$ cat config.mk
export PLATFORM = sky130hd
export DESIGN_NAME = uart_rx_param
export DESIGN_NICKNAME = d
export VERILOG_FILES = /design/src/rtl/uart_pkg.sv /design/src/rtl/uart_rx_fifo.sv /design/src/rtl/uart_rx_param.sv
export SDC_FILE = /design/constraint.sdc
export NUM_CORES = 1
export LEC_CHECK = 0
export CORE_ASPECT_RATIO = 1.75
export CORE_MARGIN = 2
export CORE_UTILIZATION = 35
export DETAILED_ROUTE_END_ITERATION = 10
export PLACE_DENSITY = 0.53
export SKIP_LAST_GASP = 1
export SYNTH_ARGS = -nofsm -noshare
export SYNTH_HDL_FRONTEND = slang
export SYNTH_SLANG_ARGS = --single-unit
$ cat constraint.sdc
create_clock -name sys_clk -period 3.9 [get_ports sys_clk]
set_input_delay 0.78 -clock sys_clk [delete_from_list [all_inputs] [get_ports sys_clk]]
set_output_delay 0.78 -clock sys_clk [all_outputs]
set_load 0.01 [all_outputs]
$ cat src/rtl/uart_pkg.sv
// uart_pkg: shared receiver state encoding, parity modes and parity helper.
// Imported by uart_rx_param and uart_rx_fifo.
package uart_pkg;

  typedef enum logic [2:0] {
    IDLE,
    START,
    DATA,
    PAR,
    STOP,
    WAIT_HIGH
  } rx_state_e;

  localparam logic [1:0] PAR_NONE = 2'd0;
  localparam logic [1:0] PAR_ODD  = 2'd1;
  localparam logic [1:0] PAR_EVEN = 2'd2;

  // Parity bit a transmitter appends to d (zero-extended) for the mode.
  function automatic logic par_bit(
    input logic [1:0] mode,
    input logic [8:0] d
  );
    if (mode == PAR_EVEN) return ^d;
    if (mode == PAR_ODD) return ~^d;
    return 1'b0;
  endfunction

endpackage

$ cat src/rtl/uart_rx_fifo.sv
// uart_rx_fifo: show-ahead FIFO, W bits x DEPTH words.
// Ports: clk, rst_n, push/din, pop, dout (0 when empty), full, empty.
module uart_rx_fifo
  import uart_pkg::*;
#(
  parameter int W     = 10,
  parameter int DEPTH = 4
) (
  input  logic         clk,
  input  logic         rst_n,
  input  logic         push,
  input  logic [W-1:0] din,
  input  logic         pop,
  output logic [W-1:0] dout,
  output logic         full,
  output logic         empty
);

  localparam int AW = $clog2(DEPTH);

  logic [W-1:0] mem [DEPTH];
  logic [AW:0]  wp;
  logic [AW:0]  rp;
  logic         do_pop;
  logic         do_push;

  assign empty = (wp == rp);
  assign full  = (wp[AW] != rp[AW]) &&
                 (wp[AW-1:0] == rp[AW-1:0]);

  // A pop frees the slot, so a push while full is still taken.
  assign do_pop  = pop && !empty;
  assign do_push = push && (!full || do_pop);

  always_ff @(posedge clk or negedge rst_n) begin
    if (!rst_n) begin
      wp <= '0;
      rp <= '0;
    end else begin
      if (do_push) wp <= wp + 1'b1;
      if (do_pop)  rp <= rp + 1'b1;
    end
  end

  always_ff @(posedge clk) begin
    if (do_push) mem[wp[AW-1:0]] <= din;
  end

  assign dout = empty ? '0 : mem[rp[AW-1:0]];

endmodule

$ cat src/rtl/uart_rx_param.sv
// uart_rx_param: oversampling UART receiver with majority vote and FIFO.
// Ports: sys_clk, rst(n), baud_div, RX, clr_err, data_ready -> data/flags.
module uart_rx_param
  import uart_pkg::*;
#(
  parameter int DATA_BITS  = 8,
  parameter int PARITY     = 0,
  parameter int STOP_BITS  = 1,
  parameter int OVERSAMPLE = 16,
  parameter int DIV_W      = 16,
  parameter int FIFO_DEPTH = 4
) (
  input  logic                 sys_clk,
  input  logic                 rst,
  input  logic [DIV_W-1:0]     baud_div,
  input  logic                 RX,
  input  logic                 clr_err,
  input  logic                 data_ready,
  output logic [DATA_BITS-1:0] data_out,
  output logic                 data_valid,
  output logic                 frame_error,
  output logic                 parity_error,
  output logic                 overrun
);

  localparam int SW = $clog2(OVERSAMPLE);
  localparam int H  = OVERSAMPLE / 2;
  localparam int BW = $clog2(DATA_BITS);
  localparam int FW = DATA_BITS + 2;

  localparam logic [SW-1:0] S_A   = SW'(H - 1);
  localparam logic [SW-1:0] S_B   = SW'(H);
  localparam logic [SW-1:0] S_V   = SW'(H + 1);
  localparam logic [SW-1:0] S_END = SW'(OVERSAMPLE - 1);
  localparam logic [BW-1:0] B_END = BW'(DATA_BITS - 1);
  localparam logic [1:0]    PMODE = 2'(PARITY);
  localparam logic          SC_END = 1'(STOP_BITS - 1);

  logic [DIV_W-1:0] tcnt;
  logic [DIV_W-1:0] tlim;
  logic             tick;

  assign tlim = (baud_div == '0) ? '0 : baud_div - DIV_W'(1);
  assign tick = (tcnt >= tlim);

  always_ff @(posedge sys_clk or negedge rst) begin
    if (!rst) tcnt <= '0;
    else      tcnt <= tick ? '0 : tcnt + 1'b1;
  end

  logic [1:0] rx_q;
  logic       rx_s;

  always_ff @(posedge sys_clk or negedge rst) begin
    if (!rst) rx_q <= 2'b11;
    else      rx_q <= {rx_q[0], RX};
  end

  assign rx_s = rx_q[1];

  rx_state_e          state, state_n;
  logic [SW-1:0]      s, s_n;
  logic [BW-1:0]      bcnt, bcnt_n;
  logic [DATA_BITS-1:0] sh, sh_n;
  logic               pe, pe_n;
  logic               fe, fe_n;
  logic               sc, sc_n;
  logic [1:0]         smp, smp_n;
  logic               vote;
  logic               mid;
  logic               last;
  logic               fe_w;
  logic               push;

  // Third sample is the live one, so the vote resolves at s = H+1.
  assign vote = (smp[0] & smp[1]) |
                (smp[0] & rx_s) |
                (smp[1] & rx_s);
  assign mid  = (s == S_V);
  assign last = (s == S_END);
  assign fe_w = fe | ~vote;

  always_ff @(posedge sys_clk or negedge rst) begin
    if (!rst) begin
      state <= IDLE;
      s     <= '0;
      bcnt  <= '0;
      sh    <= '0;
      pe    <= 1'b0;
      fe    <= 1'b0;
      sc    <= 1'b0;
      smp   <= 2'b11;
    end else begin
      state <= state_n;
      s     <= s_n;
      bcnt  <= bcnt_n;
      sh    <= sh_n;
      pe    <= pe_n;
      fe    <= fe_n;
      sc    <= sc_n;
      smp   <= smp_n;
    end
  end

  always_comb begin
    state_n = state;
    s_n     = s;
    bcnt_n  = bcnt;
    sh_n    = sh;
    pe_n    = pe;
    fe_n    = fe;
    sc_n    = sc;
    smp_n   = smp;
    push    = 1'b0;
    if (tick && (state inside {START, DATA, PAR, STOP})) begin
      s_n = s + 1'b1;
      if (s == S_A) smp_n[0] = rx_s;
      if (s == S_B) smp_n[1] = rx_s;
    end
    unique case (state)
      IDLE: begin
        if (tick && !rx_s) begin
          state_n = START;
          s_n     = SW'(1);
          bcnt_n  = '0;
          pe_n    = 1'b0;
          fe_n    = 1'b0;
          sc_n    = 1'b0;
        end
      end
      START: begin
        if (tick) begin
          if (mid && vote) state_n = IDLE;
          else if (last)   state_n = DATA;
        end
      end
      DATA: begin
        if (tick) begin
          if (mid) sh_n = {vote, sh[DATA_BITS-1:1]};
          if (last) begin
            bcnt_n = bcnt + 1'b1;
            if (bcnt == B_END)
              state_n = (PMODE != PAR_NONE) ? PAR : STOP;
          end
        end
      end
      PAR: begin
        if (tick) begin
          if (mid)  pe_n = vote != par_bit(PMODE, 9'(sh));
          if (last) state_n = STOP;
        end
      end
      STOP: begin
        if (tick) begin
          if (mid) begin
            fe_n = fe_w;
            if (sc == SC_END) begin
              push    = 1'b1;
              state_n = fe_w ? WAIT_HIGH : IDLE;
            end
          end
          if (last) sc_n = 1'b1;
        end
      end
      WAIT_HIGH: begin
        if (rx_s) state_n = IDLE;
      end
      default: state_n = IDLE;
    endcase
  end

  logic [FW-1:0] head;
  logic          full;
  logic          empty;
  logic          pop;

  assign data_valid = !empty;
  assign pop        = data_valid && data_ready;

  uart_rx_fifo #(
    .W     (FW),
    .DEPTH (FIFO_DEPTH)
  ) u_fifo (
    .clk   (sys_clk),
    .rst_n (rst),
    .push  (push),
    .din   ({pe, fe_w, sh}),
    .pop   (pop),
    .dout  (head),
    .full  (full),
    .empty (empty)
  );

  assign {parity_error, frame_error, data_out} = head;

  // Set wins over a coincident clear.
  always_ff @(posedge sys_clk or negedge rst) begin
    if (!rst)                    overrun <= 1'b0;
    else if (push && full && !pop) overrun <= 1'b1;
    else if (clr_err)            overrun <= 1'b0;
  end

endmodule

Word level (Yosys, flattened, before mapping)

Memories as Yosys holds them, arrays and structs flattened.
Index checks and enable logic that the tools add are counted.

Register bits after elaboration: 48
Memory bits (writable): 40
Input bits: 21
Output and inout port bits: 12
Logic and storage cells: 128
Memories kept: 1

Memories:

| memory     | depth | bits a word | rd ports | clocked after Yosys merged registers in | write ports | RTL line           | RTL |
|---|---|---|---|---|---|---|---|
| u_fifo.mem | 4     | 10          | 1        | 0                                       | 1           | uart_rx_fifo.sv:21 | `logic [W-1:0] mem [DEPTH];` |

$add $sub $neg: 6
$lt $le $gt $ge: 1
Equality and inequality tests: 27
Multiplexer cells: 43
Bitwise logic cells: 7
Reduce and logical (&&, ||, !) cells: 29

Operators by type and width:

| cell                                                                   | number |
|---|---|
| 3-bit 2-to-1 mux                                                       | 17 |
| 16-bit 2-to-1 mux                                                      | 2 |
| 2-bit inequality test (second input constant)                          | 12 |
| 3-bit case mux with 6 select lines                                     | 1 |
| 16-bit by 1-bit adder with 16-bit output (second input constant)       | 1 |
| 16-bit greater-or-equal comparator                                     | 1 |
| 16-bit zero test                                                       | 1 |
| 4-bit AND reduction                                                    | 4 |
| 16-bit by 1-bit subtractor with 16-bit output (second input constant)  | 1 |
| 1-bit 2-to-1 mux                                                       | 15 |
| 4-bit equality test (second input constant)                            | 3 |
| 4-bit 2-to-1 mux                                                       | 3 |
| 12-bit AND reduction                                                   | 1 |
| 10-bit 2-to-1 mux                                                      | 1 |
| 3-bit by 1-bit adder with 3-bit output (second input constant)         | 3 |
| 3-bit equality test (second input constant)                            | 3 |
| 1-bit logical AND                                                      | 9 |
| 2-bit nonzero test                                                     | 4 |
| 3-bit by 2-bit equality test with 1-bit output (second input constant) | 2 |
| 1-bit case mux with 2 select lines                                     | 3 |
| 3-bit case mux with 2 select lines                                     | 1 |
| 4-bit by 1-bit adder with 4-bit output (second input constant)         | 1 |
| 4-bit by 3-bit equality test with 1-bit output (second input constant) | 1 |
| 1-bit zero test                                                        | 4 |
| 14 further kinds                                                       | 19 |

Longest topological paths before layout

Gate-level depths: netlist (run 1).

Depth in word-level cells: 10
Depth in mapped cells: 15
Mapped depth without buffers: 13

Modules after synthesis

From an unflattened synthesis (run 1), not the netlist that was laid out.

Cell total of the unflattened synthesis: 416
Area, all modules: 4835.9 µm²

Modules (own cells, without submodules):

| module        | times used | cells each | area an instance (µm²) | sequential area each (µm²) |
|---|---|---|---|---|
| uart_rx_param | 1          | 318        | 2916.5                 | 1056.0 |
| uart_rx_fifo  | 1          | 98         | 1919.3                 | 1351.3 |

Least setup slack after synthesis (run 1)

No wires, ideal clock.

Path kind: in2reg
From: input baud_div[11]
To: register sh[0]
Library setup time: 125 ps
Arrival: 4225 ps
Data required time: 3775 ps
Setup slack: -450 ps
Cell stages on the path: 14
Path buffers: 1
Cell sequence: or4_1 > nor4_1 > inv_1 > nor2_1 > xor2_1 > nand2_1 > ha_1 > and4_1 > nand2_1 > or4_1 > and3_1 > buf_6 > nor4_4 > mux2_2

Longest elaborated chain between the ends: 4
Elaborated cells on any way between the ends: 5
Classes of those cells: add/sub: 1; order compare: 1; mux: 1; reduce/logical: 2

Ends and longest elaborated chain:

| element                                                                           | RTL line            | RTL |
|---|---|---|
| start, declared                                                                   | uart_rx_param.sv:15 | `input logic [DIV_W-1:0] baud_div,` |
| 16-bit by 1-bit subtractor with 16-bit output or 16-bit zero test (tied branches) | uart_rx_param.sv:43 | `assign tlim = (baud_div == '0) ? '0 : baud_div - DIV_W'(1);` |
| 16-bit 2-to-1 mux *                                                               | uart_rx_param.sv:43 |  |
| 16-bit greater-or-equal comparator *                                              | uart_rx_param.sv:44 | `assign tick = (tcnt >= tlim);` |
| 3-bit AND reduction (no line) *                                                   | n/a                 |  |
| end signal, assigned                                                              | uart_rx_param.sv:97 | `sh <= sh_n;` |
| end, declared                                                                     | uart_rx_param.sv:64 | `logic [DATA_BITS-1:0] sh, sh_n;` |

Mark *: on every way between the ends. The rest lies on a longest branch, timed or not.
A chain may end at the register's enable or synchronous reset.

Final worst setup path (run 1)

From: input baud_div[11]
To: memory u_fifo.mem[3][0], enable pin

Longest elaborated chain between the ends: 8
Elaborated cells on any way between the ends: 9
Classes of those cells: add/sub: 1; order compare: 1; mux: 5; reduce/logical: 2

Ends and longest elaborated chain:

| element                                                                           | RTL line             | RTL |
|---|---|---|
| 16-bit by 1-bit subtractor with 16-bit output or 16-bit zero test (tied branches) | uart_rx_param.sv:43  |  |
| 16-bit 2-to-1 mux *                                                               | uart_rx_param.sv:43  |  |
| 16-bit greater-or-equal comparator *                                              | uart_rx_param.sv:44  |  |
| 1-bit 2-to-1 mux *                                                                | uart_rx_param.sv:154 | `if (tick) begin` |
| 1-bit 2-to-1 mux *                                                                | uart_rx_param.sv:120 | `unique case (state)` |
| 1-bit logical AND *                                                               | uart_rx_fifo.sv:33   | `assign do_push = push && (!full \|\| do_pop);` |
| 1-bit 2-to-1 mux *                                                                | uart_rx_fifo.sv:46   | `if (do_push) mem[wp[AW-1:0]] <= din;` |
| 1-bit 2-to-1 mux (implied by the code) *                                          | uart_rx_fifo.sv:46   |  |
| end, declared                                                                     | uart_rx_fifo.sv:21   |  |

Marked as above.

==> results of run 1 <==
## cells in the final DEF (no fill, tap or decap), types with 5 or more instances in the layout
cell and instances:
a21oi_1 11, a31oi_1 5, and2_1 12, and3_1 7, buf_4 45, buf_6 5
clkbuf_16 9, clkdlybuf4s50_1 19, dfrtp_1 44, edfxtp_1 40, ha_1 27, inv_1 11
mux2_4 8, mux4_2 10, nand2_1 37, nand3_1 13, nor2_1 23, nor3_1 7
nor4_4 5, o21ai_0 15, xnor2_1 15, xor2_1 17
## cells in the mapped netlist, types with 3 or more instances
master,count
a21oi_1,11
a31oi_1,5
a32o_1,3
and2_1,12
and3_1,8
clkbuf_1,12
dfrtp_1,44
dfstp_2,4
edfxtp_1,40
ha_1,29
inv_1,14
mux2_2,12
mux4_2,10
nand2_1,38
nand2b_1,3
nand3_1,15
nand4_1,4
nor2_1,28
nor2b_1,3
nor3_1,9
nor4_1,5
o21ai_0,16
or2_2,3
or3_1,5
xnor2_1,15
xor2_1,17
## metrics by stage
stage,instances,TNS (ns)
final,660,0
after global routing,660,0
after floorplan,402,-1.57
after CTS,659,-1.23
after global placement,634,-46.50
after detailed placement,634,-54.86
## flip-flops by register name, indices dropped and copies added (netlist names)
signal,flops
u_fifo.mem,40
tcnt,16
sh,8
s,4
bcnt,3
state,3
u_fifo.rp,3
u_fifo.wp,3
rx_q,2
smp,2
fe,1
overrun,1
pe,1
sc,1
## cells by family after synthesis
family / after synthesis
muxes: 22
buffers and inverters: 30
DFF: 88
and+or+nand+nor: 144
adders and majority gates: 30
AOI/OAI and AO/OA: 56
xor gates and xnor gates: 32
## where the power goes
group	internal (uW)	switching, uW
clock	569	365
combinational	547	461
sequential	1070	159
## area by class of cell
cell class | count | area (sq um)
repair buffers | 85 | 759
fillers | 1269 | 6830
clock buffers | 9 | 225
repair inverters | 1 | 7.51
well taps | 171 | 214
flip-flops and latches | 88 | 2410
inverters | 15 | 58.8
multi-input cells | 284 | 2340
clock inverters | 7 | 104
## worst min-delay path by stage
stage | startpoint | end | slack [ns] | cells past startpoint
3_5_place_dp | rx_q[0] | rx_q[1] | 0.35 | 0
5_1_grt | rx_q[0] | rx_q[1] | 0.36 | 0
6_report | rx_q[0] | rx_q[1] | 0.36 | 0
2_1_floorplan | rx_q[0] | rx_q[1] | 0.35 | 0
4_1_cts | rx_q[0] | rx_q[1] | 0.36 | 0
3_3_place_gp | rx_q[0] | rx_q[1] | 0.35 | 0
## critical path, cell delays in order
cell,delay (ns)
dlygate4sd2_1,0.25
or4_4,0.45
buf_6,0.15
nor4_4,0.22
xor2_1,0.17
nand2_1,0.07
ha_1,0.29
and4_1,0.20
nand2_1,0.06
or4_4,0.49
buf_6,0.14
nand3_4,0.11
nand4_1,0.13
buf_6,0.17
clkinvlp_4,0.15
## layer usage
| layer | GRT usage [%] | part of all wire [%] |
|---|---|---|
| met5 | 0 | 0 |
| met1 | 14.7 | 37 |
| met3 | 2.31 | 1.7 |
| met4 | 5.27 | 1.1 |
| met2 | 31.6 | 60 |
## repair_timing
action,4_1_cts,5_1_grt
pin swaps,23,17
cloned,1,0
setup endpoints to repair,78,69
resized for setup,49,15
buffers inserted,8,1
hold buffers,0,0
==> flow_summary.toml, run 1 <==
[place]
hpwl_um = 7580
dpl-instance-area_sq_um = 5570
place.gp.congestion = 0.799
port_buffers = 32
pre_cts_ws_ns = -0.785

[yosys]
synthCells = 402
async_flop_share_pct = 54.5
syn_area_sq_um = 4650
avgSynthCellArea_sq_um = 11.6
synth_enable_flop_cells = 40
synth_xor_area_share_pct = 6.03
ys.flop_type = "dfrtp_1"
synth_seq_cells = 88
synth_area_leaders = "edfxtp_1 26%, dfrtp_1 24%, ha_1 7.8%"
synth-simple-area-share_pct = 15.9
synth_compound_area_share_pct = 7.97
yosys.area_share.adder_pct = 8.02
synth_area_leader_cell = "edfxtp_1"
synth.distinct_cells = 54
synth_top_family_by_area = "simple AND/OR/NAND/NOR gates"
yosys_warnings = 0
synth_nets = 452
synth_top_cell_area_share_pct = 25.8
synth.yosys.seq_area_share_pct = 51.8
synth.area.mux_share_pct = 7.75

[sta]
hold_viol = 0
period_needed_ns = 3.78
fmax_mhz = 265
rsz0062_at_grt = "no"
timing_worst_slew_pin_value_ns = 0.813
worst_slack_ns = 0.123
timing.hold.ws_ns = 0.355
slew_headroom_pct = 45.8
fin_worst_skew_ns = 0.0103
period_share_pct = 96.8
setup_viol = 0
finalMaxSlewViolations = 0

[die]
dieArea_sq_um = 14300
fp-row-count = 55
initial_core_util_pct = 35.9
die_y_um = 156
pin_count = 33
die-width_um = 91.1
fp.coreArea_sq_um = 12900

[min_path]
hold_path.class = "reg -> reg"

[outcome]
outcome = "finished clean"

[pwr]
power_uw = 3170
irDropWorstVdd_mv = 0.223
p_per_area_nw_per_um2 = 519
p_leak_uw = 0.00252

[layout]
nNetsFinal = 534
fin_area_sq_um = 6110
area.growth.synth_to_final_pct = 31.5
antennaDiodeCount = 0
layout-drive-gt1-share_pct = 26.8
final_core_util_pct = 47.2

[routing]
wl_um = 10100
viasPerCell = 5.11
drc = 0
vias = 3372
firstDrtPassIters = 4
drt_iter0_drc = 120
wire_per_inst_um = 15.4
drt.antenna.violating_nets = 0

[setup_path]
end_kind = "flop"
rr_worst_depth = 11
worstPathRequired_ns = 3.94
crit_end = "u_fifo.mem[3][0]"
startpoint_type = "input pin"
critPathArrivalTime_ns = 3.81
r2r_slack_ns = 1.29
startpoint = "baud_div[11]"
path_class = "in -> reg"
crit_path_max_fanout = 5
worstReg2RegEnd = "u_fifo.mem[3][0]"
reg2reg_from = "tcnt[0]"

[global_routing]
first_global_vias = 3471
grt_max_degree = 36
antenna_found_initial = 0
grt_pass1_wl_um = 17000
overflow = 0
grt_use_total_pct = 15.2

[cts]
cts_buffer_depth = 2
htreeDepth = 3
cts_tree = "built"
clk_pin_slew_ns = 0.07
cts_made_buffers = 9
clock_sinks = 88
cts_root_buf = "clkbuf_16"
clock_latency_ns = 0.34

[run]
drv_cap = 0
(Power assumes the default switching activity.)
==> run 2: changes to the inputs <==
--- a/config.mk
+++ b/config.mk
@@ -5,11 +5,12 @@
 export SDC_FILE = /design/constraint.sdc
 export NUM_CORES = 1
 export LEC_CHECK = 0
+export CAP_MARGIN = 30
 export CORE_ASPECT_RATIO = 1.75
 export CORE_MARGIN = 2
-export CORE_UTILIZATION = 35
+export CORE_UTILIZATION = 40
 export DETAILED_ROUTE_END_ITERATION = 10
-export PLACE_DENSITY = 0.53
+export PLACE_DENSITY = 0.59
 export SKIP_LAST_GASP = 1
 export SYNTH_ARGS = -nofsm -noshare
 export SYNTH_HDL_FRONTEND = slang
==> run 2 against run 1 <==
Against the previous run: setup slack lost 0.0075 ns; die area shrank 12%; sequential share of layout area grew 0.56 points; clock power shrank 15%; final cell count shrank 5.5%; clock skew is essentially flat; fmax shrank 0.20%; via count shrank 0.71%; final area shrank 1.4%; critical endpoint is now sh[5]; critical path depth grew 1; global-route usage grew 1.3 points.
==> flow_summary.toml, run 2 (synthesis gave the netlist of run 1 again) <==
[die]
die-width_um = 85.5
fp.coreArea_sq_um = 11500
die_y_um = 147
fp-row-count = 52
initial_core_util_pct = 40.6
pin_count = 33
dieArea_sq_um = 12500

[global_routing]
grt_max_degree = 37
first_global_vias = 3462
grt_pass1_wl_um = 16200
antenna_found_initial = 0
grt_use_total_pct = 16.5
overflow = 0

[layout]
nNetsFinal = 534
mostFrequentLayoutCells = "46 x buf_4, 44 x dfrtp_1, 40 x edfxtp_1"
fill_cells = 1025
antennaDiodeCount = 0
area.growth.synth_to_final_pct = 29.6
largest_reg_flops = 40
fin_area_sq_um = 6030
final_common_cell = "buf_4"
layout-drive-gt1-share_pct = 27.8

[routing]
viasPerCell = 5.37
drt_iter0_drc = 95
vias = 3348
wire_per_inst_um = 15.4
drt.antenna.violating_nets = 0
drc = 0
wl_um = 9640
firstDrtPassIters = 5

[setup_path]
end_kind = "flop"
critPathArrivalTime_ns = 4.00
crit_path_max_fanout = 8
worstPathRequired_ns = 4.12
rr_worst_depth = 10
path_class = "in -> reg"
startpoint_type = "input pin"

[cts]
cts_buffer_depth = 2
clock_latency_ns = 0.34
cts_tree = "built"
clk_pin_slew_ns = 0.06
htreeDepth = 3
cts_root_buf = "clkbuf_16"
cts_made_buffers = 9
clock_sinks = 88

[pwr]
p_leak_uw = 0.00249
irDropWorstVdd_mv = 0.496
power_uw = 3010
p_per_area_nw_per_um2 = 500

[sta]
fin_worst_skew_ns = 0.0107
timing_worst_slew_pin_value_ns = 0.608
fmax_mhz = 264
setup_viol = 0
period_share_pct = 97.0
period_needed_ns = 3.78
hold_viol = 0
finalMaxSlewViolations = 0
rsz0062_at_grt = "no"
slew_headroom_pct = 59.2

[place]
place.gp.congestion = 0.840
hpwl_um = 7280
port_buffers = 32
dpl-instance-area_sq_um = 5540

[outcome]
outcome = "finished clean"

[run]
drv_cap = 0

[min_path]
hold_path.class = "in -> async"
## run 2: per-layer routing
| layer | track usage (%) | up-vias | share of wire [%] | wire length (um) |
|---|---|---|---|---|
| li1 | - | 1636 | - | - |
| met1 | 16.4 | 1661 | 37 | 3540 |
| met2 | 32.6 | 42 | 59 | 5730 |
| met3 | 2.88 | 9 | 2.1 | 198 |
| met4 | 6.35 | 0 | 1.7 | 164 |
| met5 | 0 | - | 0 | 0 |
## run 2: what timing repair did
item,CTS,global route
setup endpoints to repair,69,66
pin swaps,18,20
setup buffers,7,1
resized for setup,47,26
hold buffers,0,0
## run 2: worst paths after layout
check	from	end	slack [ns]
max reg2reg	tcnt[0]	s[2]	1.33
min in group sys_clk	rx_q[0]	rx_q[1]	0.36
min reg2reg	rx_q[0]	rx_q[1]	0.36
max in group asynchronous	rst	smp[0]	3.03
max	baud_div[6]	sh[5]	0.12
min	rst	state[0]	0.33
## run 2: through the flow
| stage | TNS, ns | setup slack (ns) | hold slack (ns) | cells | util, % |
|---|---|---|---|---|---|
| floorplan | -1.57 | -0.186 | 0.345 | 402 | - |
| global placement | -41.55 | -0.659 | 0.347 | 599 | 48.2 |
| detailed placement | -48.24 | -0.756 | 0.350 | 600 | 48.4 |
| CTS | -0.236 | -0.0330 | 0.328 | 623 | 52.0 |
| global route | 0 | 0.00281 | 0.337 | 624 | 52.6 |
| finish | 0 | 0.116 | 0.329 | 624 | 52.6 |
## run 2: power breakdown
part | internal, uW | switching (uW) | total (uW) | leakage [uW]
combinational | 545 | 450 | 995 | 0.00137
sequential | 1070 | 156 | 1230 | 0.000983
clock | 435 | 355 | 790 | 0.000137
## run 2: critical path: stages
cell and delay (ns):
buf_2 0.11, or3_4 0.38, nor4_4 0.17, nand2_2 0.13
buf_6 0.14, nor3_4 0.12, xor2_1 0.15, nand2_1 0.11
ha_4 0.28, and4_4 0.21, nand2_1 0.06, or4_4 0.50
and3_4 0.22, nor4_4 0.15, buf_6 0.19, mux2_4 0.31
## run 2: area by class of cell
cell class                      instances  area (sq um)  share of cell area (%)
Sequential cell                        88          2410                    40.0
Clock buffer                           10           229                    3.80
Inverter                               15          58.8                   0.976
Clock inverter                          6          41.3                   0.685
Timing Repair Buffer                   86           756                    12.5
Tap cell                              135           169                    2.80
Multi-Input combinational cell        284          2360                    39.2
